File: src/rtl/deskew_addr_gen.sv
// deskew_addr_gen
// ----------------------------------------------------------------------------
// Raster-scan BRAM address generator for the deskew datapath. It walks a
// square img_dim x img_dim image, one address per enabled cycle, using only
// incremental arithmetic: the next coordinate (nx, ny) and a linear offset
// are stepped by one, and the address is base + offset.
//
// Optional feature macro: DSQW_ADDR_OVF_EN
//   defined   -> addr_ovf port present: sticky flag raised on any issue whose
//                base + offset carries out of bit ADDR_W-1.
//   undefined -> addr_ovf port and its logic are absent.
//
// Handshake: addr_gen_en is a one-way advance request (no back-pressure).
// When it is sampled high while an address can be issued, the registered
// outputs bram_addr/x_cnt/y_cnt carry that address after the same edge and
// addr_vld marks them valid for exactly that cycle.
//
// Ports
//   clk                 in  clock, rising edge
//   rst_n               in  asynchronous reset, active low
//   sclr                in  synchronous clear/restart, latches img_dim
//   addr_gen_en         in  advance request
//   bram_addr_sel       in  base select (0 = input image, 1 = output image)
//   img_dim             in  image side length in pixels
//   in_img_start_addr   in  input image base address
//   out_img_start_addr  in  output image base address
//   bram_addr           out registered BRAM address
//   addr_vld            out bram_addr/x_cnt/y_cnt valid this cycle
//   x_cnt, y_cnt        out column/row of the current bram_addr
//   last_pix            out pulse with the final address of the frame
//   frame_done          out sticky end-of-frame flag
//   addr_ovf            out sticky address carry-out flag (macro only)
//   dbg_state           out FSM state: 0 = IDLE, 1 = RUN, 2 = DONE
// ----------------------------------------------------------------------------
module deskew_addr_gen #(
    parameter int ADDR_W = 17,
    parameter int DIM_W  = 9
) (
    input  logic              clk,
    input  logic              rst_n,
    input  logic              sclr,
    input  logic              addr_gen_en,
    input  logic              bram_addr_sel,
    input  logic [DIM_W-1:0]  img_dim,
    input  logic [ADDR_W-1:0] in_img_start_addr,
    input  logic [ADDR_W-1:0] out_img_start_addr,
    output logic [ADDR_W-1:0] bram_addr,
    output logic              addr_vld,
    output logic [DIM_W-1:0]  x_cnt,
    output logic [DIM_W-1:0]  y_cnt,
    output logic              last_pix,
    output logic              frame_done,
`ifdef DSQW_ADDR_OVF_EN
    output logic              addr_ovf,
`endif
    output logic [1:0]        dbg_state
);

    typedef enum logic [1:0] {
        IDLE = 2'd0,
        RUN  = 2'd1,
        DONE = 2'd2
    } state_t;

    state_t             state_q, state_d;
    logic [DIM_W-1:0]   dim_q, dim_d;
    logic [DIM_W-1:0]   nx_q, nx_d;
    logic [DIM_W-1:0]   ny_q, ny_d;
    logic [ADDR_W-1:0]  lin_off_q, lin_off_d;
    logic [ADDR_W-1:0]  bram_addr_q, bram_addr_d;
    logic [DIM_W-1:0]   x_cnt_q, x_cnt_d;
    logic [DIM_W-1:0]   y_cnt_q, y_cnt_d;
    logic               addr_vld_q, addr_vld_d;
    logic               last_pix_q, last_pix_d;
    logic               frame_done_q, frame_done_d;

    logic [ADDR_W-1:0]  base;
    logic [ADDR_W-1:0]  addr_next;
    logic [DIM_W-1:0]   dim_m1;
    logic               at_row_end;
    logic               at_last;
    logic               can_issue;
    logic               issue;

    assign base = bram_addr_sel ? out_img_start_addr : in_img_start_addr;

`ifdef DSQW_ADDR_OVF_EN
    logic [ADDR_W:0]    sum_full;
    logic               carry;
    logic               addr_ovf_q, addr_ovf_d;

    assign sum_full  = {1'b0, base} + {1'b0, lin_off_q};
    assign addr_next = sum_full[ADDR_W-1:0];
    assign carry     = sum_full[ADDR_W];
`else
    // Wraps modulo 2^ADDR_W; the carry is deliberately dropped.
    assign addr_next = base + lin_off_q;
`endif

    // dim_m1 is only meaningful when dim_q > 0, which can_issue guarantees.
    assign dim_m1     = dim_q - DIM_W'(1);
    assign at_row_end = (nx_q == dim_m1);
    assign at_last    = at_row_end && (ny_q == dim_m1);
    assign can_issue  = (state_q == RUN) || ((state_q == IDLE) && (dim_q != '0));
    assign issue      = addr_gen_en && !sclr && can_issue;

    always_comb begin
        state_d      = state_q;
        dim_d        = dim_q;
        nx_d         = nx_q;
        ny_d         = ny_q;
        lin_off_d    = lin_off_q;
        bram_addr_d  = bram_addr_q;
        x_cnt_d      = x_cnt_q;
        y_cnt_d      = y_cnt_q;
        // addr_vld/last_pix are single-cycle qualifiers: low unless issuing.
        addr_vld_d   = 1'b0;
        last_pix_d   = 1'b0;
        frame_done_d = frame_done_q;
`ifdef DSQW_ADDR_OVF_EN
        addr_ovf_d   = addr_ovf_q;
`endif

        if (sclr) begin
            state_d      = IDLE;
            dim_d        = img_dim;
            nx_d         = '0;
            ny_d         = '0;
            lin_off_d    = '0;
            frame_done_d = 1'b0;
`ifdef DSQW_ADDR_OVF_EN
            addr_ovf_d   = 1'b0;
`endif
        end else if (addr_gen_en && (state_q == IDLE) && (dim_q == '0)) begin
            // Empty frame: finish without issuing anything.
            state_d      = DONE;
            frame_done_d = 1'b1;
        end else if (issue) begin
            bram_addr_d = addr_next;
            x_cnt_d     = nx_q;
            y_cnt_d     = ny_q;
            addr_vld_d  = 1'b1;
`ifdef DSQW_ADDR_OVF_EN
            if (carry) begin
                addr_ovf_d = 1'b1;
            end
`endif
            if (at_last) begin
                // Counters hold at the final pixel; only sclr restarts.
                state_d      = DONE;
                last_pix_d   = 1'b1;
                frame_done_d = 1'b1;
            end else begin
                state_d   = RUN;
                lin_off_d = lin_off_q + ADDR_W'(1);
                if (at_row_end) begin
                    nx_d = '0;
                    ny_d = ny_q + DIM_W'(1);
                end else begin
                    nx_d = nx_q + DIM_W'(1);
                end
            end
        end
    end

    always_ff @(posedge clk or negedge rst_n) begin
        if (!rst_n) begin
            state_q      <= IDLE;
            dim_q        <= '0;
            nx_q         <= '0;
            ny_q         <= '0;
            lin_off_q    <= '0;
            bram_addr_q  <= '0;
            x_cnt_q      <= '0;
            y_cnt_q      <= '0;
            addr_vld_q   <= 1'b0;
            last_pix_q   <= 1'b0;
            frame_done_q <= 1'b0;
`ifdef DSQW_ADDR_OVF_EN
            addr_ovf_q   <= 1'b0;
`endif
        end else begin
            state_q      <= state_d;
            dim_q        <= dim_d;
            nx_q         <= nx_d;
            ny_q         <= ny_d;
            lin_off_q    <= lin_off_d;
            bram_addr_q  <= bram_addr_d;
            x_cnt_q      <= x_cnt_d;
            y_cnt_q      <= y_cnt_d;
            addr_vld_q   <= addr_vld_d;
            last_pix_q   <= last_pix_d;
            frame_done_q <= frame_done_d;
`ifdef DSQW_ADDR_OVF_EN
            addr_ovf_q   <= addr_ovf_d;
`endif
        end
    end

    assign bram_addr  = bram_addr_q;
    assign addr_vld   = addr_vld_q;
    assign x_cnt      = x_cnt_q;
    assign y_cnt      = y_cnt_q;
    assign last_pix   = last_pix_q;
    assign frame_done = frame_done_q;
    assign dbg_state  = state_q;
`ifdef DSQW_ADDR_OVF_EN
    assign addr_ovf   = addr_ovf_q;
`endif

endmodule

File: config.mk
export PLATFORM = sky130hd
export DESIGN_NAME = deskew_addr_gen
export DESIGN_NICKNAME = d
export VERILOG_FILES = /design/src/rtl/deskew_addr_gen.sv
export SDC_FILE = /design/constraint.sdc
export NUM_CORES = 1
export LEC_CHECK = 0
export ABC_AREA = 1
export CAP_MARGIN = 25
export CORE_MARGIN = 4
export CORE_UTILIZATION = 49
export CTS_CLUSTER_DIAMETER = 150
export DETAILED_ROUTE_END_ITERATION = 7
export GPL_TIMING_DRIVEN = 0
export PLACE_DENSITY = 0.77
export SETUP_SLACK_MARGIN = 0.05
export SYNTH_ARGS = -nofsm -noshare
export SYNTH_HDL_FRONTEND = slang
export SYNTH_SLANG_ARGS = --single-unit
File: constraint.sdc
create_clock -name clk -period 2.35 [get_ports clk]
set_input_delay 0.235 -clock clk [delete_from_list [all_inputs] [get_ports clk]]
set_output_delay 0.235 -clock clk [all_outputs]
set_load 0.02 [all_outputs]
* After elaboration in Yosys (flattened, before gate mapping)
Cells that the tools add are included.
Word-level totals: flip-flop bits (word level) 84, latch bits 0, memory bits (read-only) 0, bits in writable memories 0, word-level logic and storage cells 72, memories 0, input port bits 48, output and inout port bits 40
Operators by class: muxes and demuxes 30, order comparisons 0, shift-type cells 0, $mul 0, divide/modulo/power cells 0, $add $sub $neg 5, reductions and logical operators 19, bitwise logic cells 2, equality and inequality tests 5
Operators with widths (count):
- 2-to-1 mux 9 bit | 10
- 2-to-1 mux 17 bit | 5
- adder 9 x 1 -> 9 bit, second input constant | 2
- == test 9 bit | 2
- adder 17 x 1 -> 17 bit, second input constant | 1
- adder 17 bit | 1
- 2-to-1 mux 1 bit | 11
- logical NOT 9 bit | 1
- nonzero test 9 bit | 1
- subtractor 9 x 1 -> 9 bit, second input constant | 1
- 2-to-1 mux 2 bit | 4
- logical AND 1 bit | 6
- AND reduction 3 bit | 2
- nonzero test 3 bit | 2
- != test 2 bit, second input constant | 2
- AND reduction 4 bit | 1
- nonzero test 2 bit | 2
- == test 2 x 1 -> 1 bit, second input constant | 1
- logical NOT 2 bit | 1
- inverter 1 bit | 2
- AND reduction 2 bit | 1
- logical NOT 1 bit | 1
- logical OR 1 bit | 1

* Logic depth before layout (Yosys ltp)
Gate-level depths: netlist of run 1.
depth after elaboration 7, mapped depth 16

* Worst setup path after synthesis of run 1
Ideal clock, no wire load.
path type input port to flip-flop, start input port bram_addr_sel, end register bram_addr_q[12], in the netlist bram_addr[12], stages 15, arrival 2.526 ns, setup slack -0.294 ns, setup time 0.118 ns, path through clkbuf_1 -> mux2_2 -> ha_1 -> fa_1 -> nand2_1 -> nand3_1 -> o21ai_0 -> o21ai_0 -> nand3_1 -> nand2_1 -> nand2_1 -> nand2_1 -> or2_2 -> nand3_1 -> nand2_1
Between the ends: word-level cells in the longest chain between the ends 2
RTL lines:
- start, declared | RTL line 43 | input logic bram_addr_sel,
- 2-to-1 mux 17 bit | RTL line 85 | assign base = bram_addr_sel ? out_img_start_addr : in_img_start_addr;
- adder 17 bit | RTL line 97 | assign addr_next = base + lin_off_q;
- end signal, assigned | RTL line 188 | bram_addr_q <= bram_addr_d;
- end, declared | RTL line 70 | logic [ADDR_W-1:0] bram_addr_q, bram_addr_d;
Every way passes these cells. A chain may end at the register's enable or synchronous reset.

* Final worst setup path of run 1
start register dim_q[0], end register lin_off_q[1]
Between the ends: word-level cells in the longest chain between the ends 6, elaborated cells between the ends (all ways) 14, classes of those cells add/sub (1); eq/ne (4); reduce/logical (9)
RTL lines:
- start, declared | RTL line 66 | logic [DIM_W-1:0] dim_q, dim_d;
- start signal, assigned | RTL line 184 | dim_q <= dim_d;
- parallel branches: the longest is 5 deep, another holds subtractor 9 x 1 -> 9 bit
- AND reduction 3 bit (no source line) (*)
- end signal, assigned | RTL line 187 | lin_off_q <= lin_off_d;
- end, declared | RTL line 69 | logic [ADDR_W-1:0] lin_off_q, lin_off_d;
Every way passes the cells marked *.

==> impl_metrics.ini, run 1 <==
[synth]
synth_cells = 711
syn_area_per_cell_um2 = 7.71
ys_warn_count = 0
synth_ff_type = dfrtp_1
synthArstFlopShare = 1.00
synth_area_leaders = dfrtp_1 (38%), nand2_1 (14%), nand3_1 (6.8%), ha_1 (4.6%), o21ai_0 (4.1%)
synth_edf_count = 0
yosysTopAreaCell = dfrtp_1
synth.cell_area_um2 = 5490
ys_types = 39
synth_top_area_frac = 0.383
ys_ff_latch = 84
ys_seq_area_frac = 0.383
synth_nets = 780

[power]
powerDensity_nw_per_um2 = 507
ir_drop_uv = 315
p_leak_uw = 0.00326

[floorplan]
dieArea_um2 = 13000
num_io_pins = 88
die_w_um = 114
start_util = 0.504
die_y_um = 114
row_count = 38
core_um2 = 10900

[critical_path]
arrival_ps = 2550
r2r-end = lin_off_q[1]
rr_worst_depth = 15
critPathLaunchType = register
rrSetupSlack_ps = 100
worst_setup_path_end_kind = register
r2r_start = dim_q[0]
crit_path_max_fanout = 10
path_class = register to register
required_ps = 2660
startpoint = dim_q[0]

[layout]
num-fill-cells = 961
syn_to_final_growth_pct = 29.5
fin_cells = 970
final_layout_size_suffix_gt1_frac = 0.166
diodes = 0
fin_area_um2 = 7110
fin_nets = 894
final_common_cell = nand2_1
final_cell_mix = nand2_1 (203), clkdlybuf4s50_1 (85), dfrtp_1 (82), nand3_1 (73), inv_1 (53)
utilization = 0.653

[detailed_routing]
first_iter_violations = 340
vias = 5432
detail-route-antenna-nets = 0
drt-total-wl_mm = 16.1
first_pass_iters = 5
drc = 0
via_per_inst = 5.60
wl_per_cell_um = 16.6

[grt]
grt.overflow.total = 0
grt_pass1_wl_mm = 25.4
grt_pass1_vias = 5072
grt_max_degree = 62
grt_usage = 0.244
antenna_found_initial = 0

[timing]
fin_crit_ps = 2250
tightest_slew_ps = 565
setup_violations = 0
fin_setup_tns_ps = 0
grt_setup_unrepaired = true
fmax_ghz = 0.445
fin_skew_ps = 12.5
final-hold-violation-count = 0
slew_headroom = 0.623
slew_viol_final = 0
fin_crit_sh = 0.956

[cts]
insertion_delay_ps = 370
clockBufferDepth = 2
clockRootBuffer = clkbuf_8
cts_tree = built
numCtsBuffers = 9
clkSinkCount = 84
clk_pin_slew_ps = 110
htreeDepth = 3

[placed_design]
place_inst = 938
port_buffers = 86
hpwl_mm = 12.2
dpl_cell_area_um2 = 6570
place_congestion = 0.920

[min_path]
holdCritPathClass = input port to async pin

[flow_run]
cap_violations = 0

[status]
status = completed
==> cells in the mapped netlist (all sizes together) (14+ instances only) <==
library cell  instances
dfrtp                84
nand4                22
nand2               214
o21ai                72
xor2                 18
clkbuf               14
ha                   20
a21oi                19
nor2                 44
inv                  58
mux2                 16
nand3                76
==> area by class of cell <==
cell class / count / area (um^2) / area share
Buffer: 21 / 170 / 0.0239
Clock buffer: 9 / 124 / 0.0174
Clock inverter: 7 / 76.3 / 0.0107
Inverter: 58 / 223 / 0.0313
Multi-Input combinational cell: 548 / 3170 / 0.446
Sequential cell: 84 / 2100 / 0.296
Tap cell: 140 / 175 / 0.0247
Timing Repair Buffer: 103 / 1060 / 0.149
==> registers in the layout, summed over array words and instances, names as in the netlist <==
| signal | flops |
|---|---|
| bram_addr | 17 |
| dbg_state | 2 |
| last_pix | 1 |
| x_cnt | 9 |
| dim_q | 9 |
| nx_q | 9 |
| frame_done | 1 |
| addr_vld | 1 |
| y_cnt | 9 |
| ny_q | 9 |
| lin_off_q | 17 |
==> routing by layer <==
layer,up-vias,wire length (um),global-route usage
met5,-,0,0
met4,0,225,0.0641
met3,19,1080,0.0318
met2,202,7070,0.367
met1,2619,7690,0.371
li1,2592,-,-
==> worst max path at each step <==
stage / to / slack [ps] / cells past startpoint
6_report: lin_off_q[1] / 100 / 15
5_1_grt: lin_off_q[1] / 2 / 15
4_1_cts: lin_off_q[10] / 50 / 15
3_5_place_dp: bram_addr[12] / -300 / 15
3_3_place_gp: lin_off_q[14] / -1850 / 1
2_1_floorplan: bram_addr[12] / 90 / 15
==> critical path, cell delays in order (launching register included) <==
cell	delay, ps
dfrtp_2	410
clkinv_4	80
ha_4	270
inv_1	50
nand2_1	50
nand4_1	80
nor2_2	160
nand2_1	70
nor2_1	80
nand3_1	130
nor2_4	210
nand2_4	110
nand2_8	150
buf_12	170
nand2_1	50
nand2_1	90
==> where the power goes <==
part	switching [uW]	internal (uW)
logic	506	415
registers	79.7	1540
clock network	643	421
==> repair_timing <==
item | 4_1_cts | 5_1_grt
pin swaps | 0 | 12
setup endpoints to repair | 72 | 72
cloned | 0 | 3
resized for setup | 5 | 47
setup buffers | 0 | 12
hold endpoints to repair | 23 | 0
hold buffers | 1 | 0
==> cell families after synthesis <==
family / count (synthesis) / share of synthesized area
flops: 84 / 0.383
mux: 17 / 0.0347
xor+xnor: 25 / 0.0399
fa+ha+maj: 21 / 0.0493
compound gates: 100 / 0.112
simple gates: 385 / 0.317
buf+inv: 79 / 0.0634
==> stage by stage <==
step | worst slack, ps | hold WS (ps) | total power [uW]
final | 104 | 280 | 3600
after floorplan | 85.6 | -60.6 | 2110
after global placement | -1850 | 457 | 2460
after global routing | 2.22 | 317 | 3770
after CTS | 51.5 | 286 | 3540
after detailed placement | -302 | 150 | 2480
(Power assumes the default switching activity.)
==> run 2, diff against run 1 <==
SLEW_MARGIN = 20   (was not set)
clock period = 2 ns   (was 2.35 ns; I/O delays follow)
==> impl_metrics.ini, run 2 (synthesis gave the netlist of run 1 again) <==
[timing]
fin_crit_ps = 2200
fin_crit_sh = 1.10
slew_viol_final = 0
fmax_ghz = 0.454
fin_ws_ps = -202
tightest_slew_ps = 655
slew_headroom = 0.563
grt_setup_unrepaired = true
final-hold-violation-count = 0
fin_skew_ps = 16.1
setup_violations = 74

[detailed_routing]
vias = 5533
wl_per_cell_um = 17.4
m1WireLength_mm = 6.86
wl_met3_mm = 1.06
drt-total-wl_mm = 17.2
wl_met2_mm = 8.40
via_per_inst = 5.60
detail-route-antenna-nets = 0
top_layer = met4
drc = 0
first_iter_violations = 361
first_pass_iters = 4

[critical_path]
crit_path_max_fanout = 7
required_ps = 2250
crit_chain = inv_4 > ha_4 > nand2_4 > o21ai_4 > nand2_2 > nand2_1 > nand2_1 > nor2_4 > inv_2 > nor2_4 > nand2_4 > nand2_4 > clkbuf_16 > o21ai_2
cpPeakStageDelay_ps = 440
critPathLaunchType = register
arrival_ps = 2450
crit_path_top_delay_cell = dfrtp_1
cp.buffers_inverters = 3
critPathTopFamily = simple AND/OR/NAND/NOR gates
path_class = register to register
worst_setup_path_end_kind = register
cpMostUsedCell = nand2_4

[grt]
grt_usage = 0.260
grt_pass1_vias = 5479
grt_pass1_wl_mm = 26.9
grt_max_degree = 58
grt.overflow.total = 0
antenna_found_initial = 0

[cts]
clockBufferDepth = 2
clk_pin_slew_ps = 100
numCtsBuffers = 9
clkSinkCount = 84
clockRootBuffer = clkbuf_8
cts_tree = built
htreeDepth = 3
insertion_delay_ps = 370

[floorplan]
die_y_um = 114
start_util = 0.504
dieArea_um2 = 13000
num_io_pins = 88
core_um2 = 10900
row_count = 38
die_w_um = 114

[power]
p_seq_frac = 0.442
p_comb_frac = 0.282
p_leak_uw = 0.00342
ir_drop_uv = 371
powerDensity_nw_per_um2 = 573
switchingPower_uw = 1440
power_frac_clock = 0.276
sw_frac_of_total = 0.334
p_int_uw = 2860

[layout]
final_layout_size_suffix_gt1_frac = 0.239
diodes = 0
fin_nets = 912
final_common_cell = nand2_1
fin_area_um2 = 7490
fin_cells = 988
syn_to_final_growth_pct = 36.5
final_cell_mix = nand2_1 (181), clkdlybuf4s50_1 (83), dfrtp_1 (82), nand3_1 (61), inv_1 (53)

[min_path]
holdCritPathClass = input port to async pin

[placed_design]
dpl_cell_area_um2 = 6680
place_congestion = 0.963
place_inst = 938
port_buffers = 86
hpwl_mm = 12.5

[status]
status = complete, but fails checks
violations = negative setup slack

[flow_run]
cap_violations = 0
-- run 2: cell types whose count changed in the layout (fill, tap and decap cells not counted), sizes merged --
cell,change
clkinv,-1
buf,+15
nand3,+1
clkinvlp,+1
inv,-1
clkdlybuf4s50,-2
nand2,+1
clkbuf,+2
dlygate4sd2,+2
-- run 2: worst register-to-register path: stages (launching register included) --
cell	delay (ps)
dfrtp_1	440
inv_4	90
ha_4	230
nand2_4	110
o21ai_4	170
nand2_2	90
nand2_1	60
nand2_1	80
nor2_4	100
inv_2	50
nor2_4	150
nand2_4	140
nand2_4	150
clkbuf_16	180
o21ai_2	50
-- run 2: layout make-up --
type,instances,area (um^2)
Clock buffer,10,138
Buffer,21,186
Clock inverter,6,47.5
Sequential cell,84,2100
Multi-Input combinational cell,550,3400
Fill cell,920,3400
Inverter,58,223
Tap cell,140,175
Timing Repair Buffer,119,1210
-- run 2: power groups by stage --
stage / clock, uW / combinational [uW] / sequential (uW)
finish: 1180 / 1210 / 1900
global placement: 0 / 1010 / 1920
CTS: 1200 / 1120 / 1890
global route: 1290 / 1310 / 1910
detailed placement: 0 / 1040 / 1930
floorplan: 0 / 486 / 2020
-- run 2: repair_timing --
| action | in CTS | in global routing |
|---|---|---|
| hold buffers | 1 | 0 |
| resized for setup | 42 | 47 |
| gates cloned | 0 | 6 |
| setup endpoints to repair | 75 | 74 |
| pin swaps | 21 | 21 |
| buffers inserted | 22 | 5 |
| endpoints found under the hold margin | 27 | 0 |
-- run 2: per-stage QoR --
step	power (uW)	hold slack (ps)	setup TNS (ps)	setup WS (ps)	utilization
2_1_floorplan	2500	-95.6	-190	-161	-
3_3_place_gp	2940	457	-213550	-2300	0.611
3_5_place_dp	2960	160	-22830	-561	0.613
4_1_cts	4210	300	-3540	-116	0.658
5_1_grt	4510	311	-15910	-285	0.688
6_report	4290	303	-7860	-202	0.688
-- run 2: worst paths after layout --
check / endpoint / start / depth (start not counted) / slack, ps
hold reg to reg: bram_addr[1] / bram_addr[1] / 2 / 470
hold / removal: lin_off_q[14] / rst_n / 2 / 300
max in group asynchronous: dim_q[2] / rst_n / 3 / 1040
setup / recovery: nx_q[3] / dim_q[0] / 14 / -200
min in group clk: dim_q[8] / img_dim[8] / 3 / 400
setup reg to reg: nx_q[3] / dim_q[0] / 14 / -200
-- run 2: routing by layer --
metal  track usage  vias to the layer above
met4         0.132                        0
met2         0.448                      221
met3        0.0440                       58
met1         0.313                     2607
met5             0                        -
li1              -                     2647
==> run 3, diff against run 2 <==
CORE_MARGIN = not set   (was 4)
REMOVE_ABC_BUFFERS = 1   (was not set)
==> impl_metrics.ini, run 3 (synthesis gave the netlist of run 1 again) <==
[layout]
fin_nets = 894
fin_cells = 969
syn_to_final_growth_pct = 35.2
final_cell_mix = nand2_1 (186), clkdlybuf4s50_1 (82), dfrtp_1 (78), nand3_1 (65), inv_1 (52)
final_common_cell = nand2_1
final_layout_size_suffix_gt1_frac = 0.229
diodes = 0
utilization = 0.681

[detailed_routing]
first_iter_violations = 300
wl_met3_um = 894
top_layer = met4
detail-route-antenna-nets = 0
drt-total-wl_mm = 16.4
drc = 0
first_pass_iters = 5
m1WireLength_mm = 6.58
wl_per_cell_um = 16.9
wl_met2_mm = 8.38
vias = 5472
via_per_inst = 5.65

[timing]
fin_crit_ps = 2230
slew_viol_final = 0
fin_skew_ps = 13.1
grt_setup_unrepaired = true
fin_crit_sh = 1.12
tightest_slew_ps = 768
fin_ws_ps = -231
final-hold-violation-count = 0
fmax_ghz = 0.448
slew_headroom = 0.488
setup_violations = 42

[critical_path]
cpMostUsedCell = nand3_1
crit_path_max_fanout = 8
critPathLaunchType = register
arrival_ps = 2550
required_ps = 2310
worst_setup_path_end_kind = register
crit_path_top_delay_cell = dfrtp_1
cpPeakStageDelay_ps = 420
path_class = register to register
crit_chain = inv_4 > ha_4 > inv_1 > nand2_1 > nand3_1 > nand2_1 > nor2_1 > nand3_1 > nor2_2 > nand3_1 > nor2_4 > nand2_8 > buf_12 > nand2_8 > o21a_1

[flow_run]
cap_violations = 0

[cts]
cts_tree = built
clockRootBuffer = clkbuf_8
htreeDepth = 3
clkSinkCount = 84
numCtsBuffers = 9
insertion_delay_ps = 380
clk_pin_slew_ps = 90
clockBufferDepth = 2

[grt]
grt_usage = 0.291
grt_pass1_wl_mm = 26.0
grt_pass1_vias = 5510
grt_max_degree = 64
antenna_found_initial = 0
grt.overflow.total = 0

[floorplan]
row_count = 38
num_io_pins = 88
start_util = 0.504
die_w_um = 108
core_um2 = 10900
dieArea_um2 = 11600
die_y_um = 108

[power]
powerDensity_nw_per_um2 = 611
ir_drop_uv = 394
p_leak_uw = 0.00333

[placed_design]
port_buffers = 87
place_inst = 918
hpwl_mm = 10.2
place_congestion = 0.904

[status]
status = complete, but fails checks
violations = negative setup slack

[min_path]
holdCritPathClass = input port to async pin
## run 3: cell count changes in the layout (fill, tap and decap cells not counted), sizes merged
cell / before / now
inv: 59 / 58
clkinvlp: 1 / 4
buf: 36 / 29
nand3: 77 / 76
clkbuf: 28 / 9
nand2: 215 / 221
clkinv: 4 / 1
clkdlybuf4s50: 83 / 82
clkdlybuf4s15: 0 / 1
bufinv: 0 / 3
## run 3: cell type report
| type | count | area [um^2] |
|---|---|---|
| multi-input cells | 555 | 3490 |
| clock inverters | 6 | 114 |
| repair inverters | 2 | 16.3 |
| repair buffers | 115 | 1150 |
| fillers | 854 | 3470 |
| clock buffers | 9 | 124 |
| flip-flops and latches | 84 | 2110 |
| inverters | 58 | 240 |
| well taps | 140 | 175 |
## run 3: stage by stage
step / total power (uW) / setup WS [ps] / instance area, um^2 / hold WS (ps) / setup TNS [ps]
2_1_floorplan: 2430 / -368 / 5360 / -95.6 / -15400
3_3_place_gp: 2840 / -2330 / 6400 / 456 / -320760
3_5_place_dp: 2870 / -1950 / 6430 / 213 / -115130
4_1_cts: 4500 / -135 / 7170 / 345 / -4140
5_1_grt: 4730 / -350 / 7410 / 393 / -12610
6_report: 4530 / -231 / 7410 / 334 / -7190
## run 3: metal layers
layer	vias up	GRT usage
li1	2601	-
met4	0	0.174
met5	-	0
met2	218	0.500
met3	54	0.0466
met1	2599	0.340
## run 3: power by group
part / switching (uW) / total [uW] / internal (uW)
clock network: 678 / 1500 / 825
registers: 87.3 / 1890 / 1810
logic: 644 / 1130 / 490
## run 3: critical path, delay by kind of cell, from the launching register on
kind	cells	cell delay [ps]
AND/OR/NAND/NOR	10	1080
flip-flops	1	420
buffers and inverters	3	320
adder cells (fa/ha/maj)	1	190
AO/OA/AOI/OAI	1	150
## run 3: path summary, 6_finish.rpt
path,from,end,cells after the start,slack [ps]
min in group clk,img_dim[3],dim_q[3],3,400
min,rst_n,dim_q[5],2,330
min reg2reg,x_cnt[6],x_cnt[6],2,480
max in group asynchronous,rst_n,lin_off_q[3],3,1040
max reg2reg,dim_q[0],dbg_state[1],15,-230
max,dim_q[0],dbg_state[1],15,-230
## run 3: timing repair
action	in CTS	in global routing
pin swaps	24	19
setup buffers	21	5
setup endpoints to repair	75	72
hold buffers	1	0
endpoints found under the hold margin	38	0
resized for setup	76	43
cloned	6	3
==> RTL edit: new RTL, flow settings as in run 1 <==
Set the parameter `ADDR_W` to 25 (it was 17).
--- a/src/rtl/deskew_addr_gen.sv
+++ b/src/rtl/deskew_addr_gen.sv
@@ -34,5 +34,5 @@
 // ----------------------------------------------------------------------------
 module deskew_addr_gen #(
-    parameter int ADDR_W = 17,
+    parameter int ADDR_W = 25,
     parameter int DIM_W  = 9
 ) (
Ports: changed (resized bram_addr, in_img_start_addr and out_img_start_addr); port bits go from 88 to 112. The function was not compared with the original's and may differ.
==> RTL edit against run 1 <==
- clock skew fell by 0.0031 ns
- setup slack worse by 0.00085 ns
- wire length increased by 35%
- count of clock-buffer cells in the layout unchanged
- power increased by 35%
- fmax hardly changed
- sequential cell count grew 16
- global-route usage rose by 1.9 points
- via count is 33% higher
- largest power group unchanged
- area after synthesis grew 27%
- core utilization is 1.6 points higher
- final area increased by 31%
- die area increased by 25%
==> RTL edit: results <==
[global_routing]
grt_pass1_wl_um = 34100
grt_pass1_vias = 6871
grt_start_max_net_pins = 57

[final_layout]
layout.nonclk_buf_share_pct = 16.7
buffers_excl_clock = 157
final_layout_size_suffix_gt1_share_pct = 18.1
fin_util_pct = 66.8
seq_cell_count = 100
inv_count = 86
clk_share_pct = 3.32
multiInputCombCellCount = 749
final_nets = 1196

[logic_synthesis]
ys_top_cells_by_count = sky130_fd_sc_hd__nand2_1, sky130_fd_sc_hd__dfrtp_1, sky130_fd_sc_hd__nand3_1
yosys-mux-area-fraction_pct = 4.05
area_contributors_post_synth = sky130_fd_sc_hd__dfrtp_1, sky130_fd_sc_hd__nand2_1, sky130_fd_sc_hd__nand3_1
synthAdderAreaFrac_pct = 5.33
mappedNetlistNets = 1055
synthesized_area_per_cell_um2 = 7.23
synth_sequential_area_ratio_pct = 36.0
synth_compound_area_share_pct = 9.72

[place]
estimated_wirelength_of_the_detail_placed_design_um = 16100
dp_cells = 1253

[setup_path]
regToRegEndpoint = nx_q[2]
crit_arrival_ns = 2.48

[clocking]
post_cts_buffers = 10
cts.root.buffer_cell = sky130_fd_sc_hd__clkbuf_16

[sta]
maxSlewHeadroom_pct = 60.3
whs_ns = 0.408
worst_clock_skew_ns = 0.00942

[power]
pwr_density_cell_nw_per_um2 = 525
vdd_ir_drop_max_mv = 0.378
comb_cell_power_w = 0.00131
share_clk_of_total_power_pct = 32.3

[floorplan]
die_area_um2 = 16200

[drt]
route.detailed.vias_per_inst = 5.60
first_iter_violations = 573

[run_status]
run_status = finished, final reports clean
[RTL edit: cell types whose count changed after synthesis, moves of 9 or more]
cell,run 1,this run
sky130_fd_sc_hd__o21ai_0,45,60
sky130_fd_sc_hd__or2_2,10,21
sky130_fd_sc_hd__o21ai_1,2,31
sky130_fd_sc_hd__nor3_1,12,21
sky130_fd_sc_hd__nand2_1,208,291
sky130_fd_sc_hd__nand3_1,74,83
sky130_fd_sc_hd__mux2_2,16,25
sky130_fd_sc_hd__nor2_1,39,63
sky130_fd_sc_hd__dfrtp_1,84,100
sky130_fd_sc_hd__o21ai_2,25,0
sky130_fd_sc_hd__inv_1,55,81
[RTL edit: metal layers]
layer | vias up | track usage [%] | routed length, um | part of all wire, %
met5 | - | 0 | 0 | 0
met4 | 0 | 9.53 | 565 | 2.6
met3 | 45 | 4.35 | 1410 | 6.5
met2 | 320 | 44.0 | 10500 | 48
met1 | 3365 | 34.4 | 9170 | 42
li1 | 3482 | - | - | -
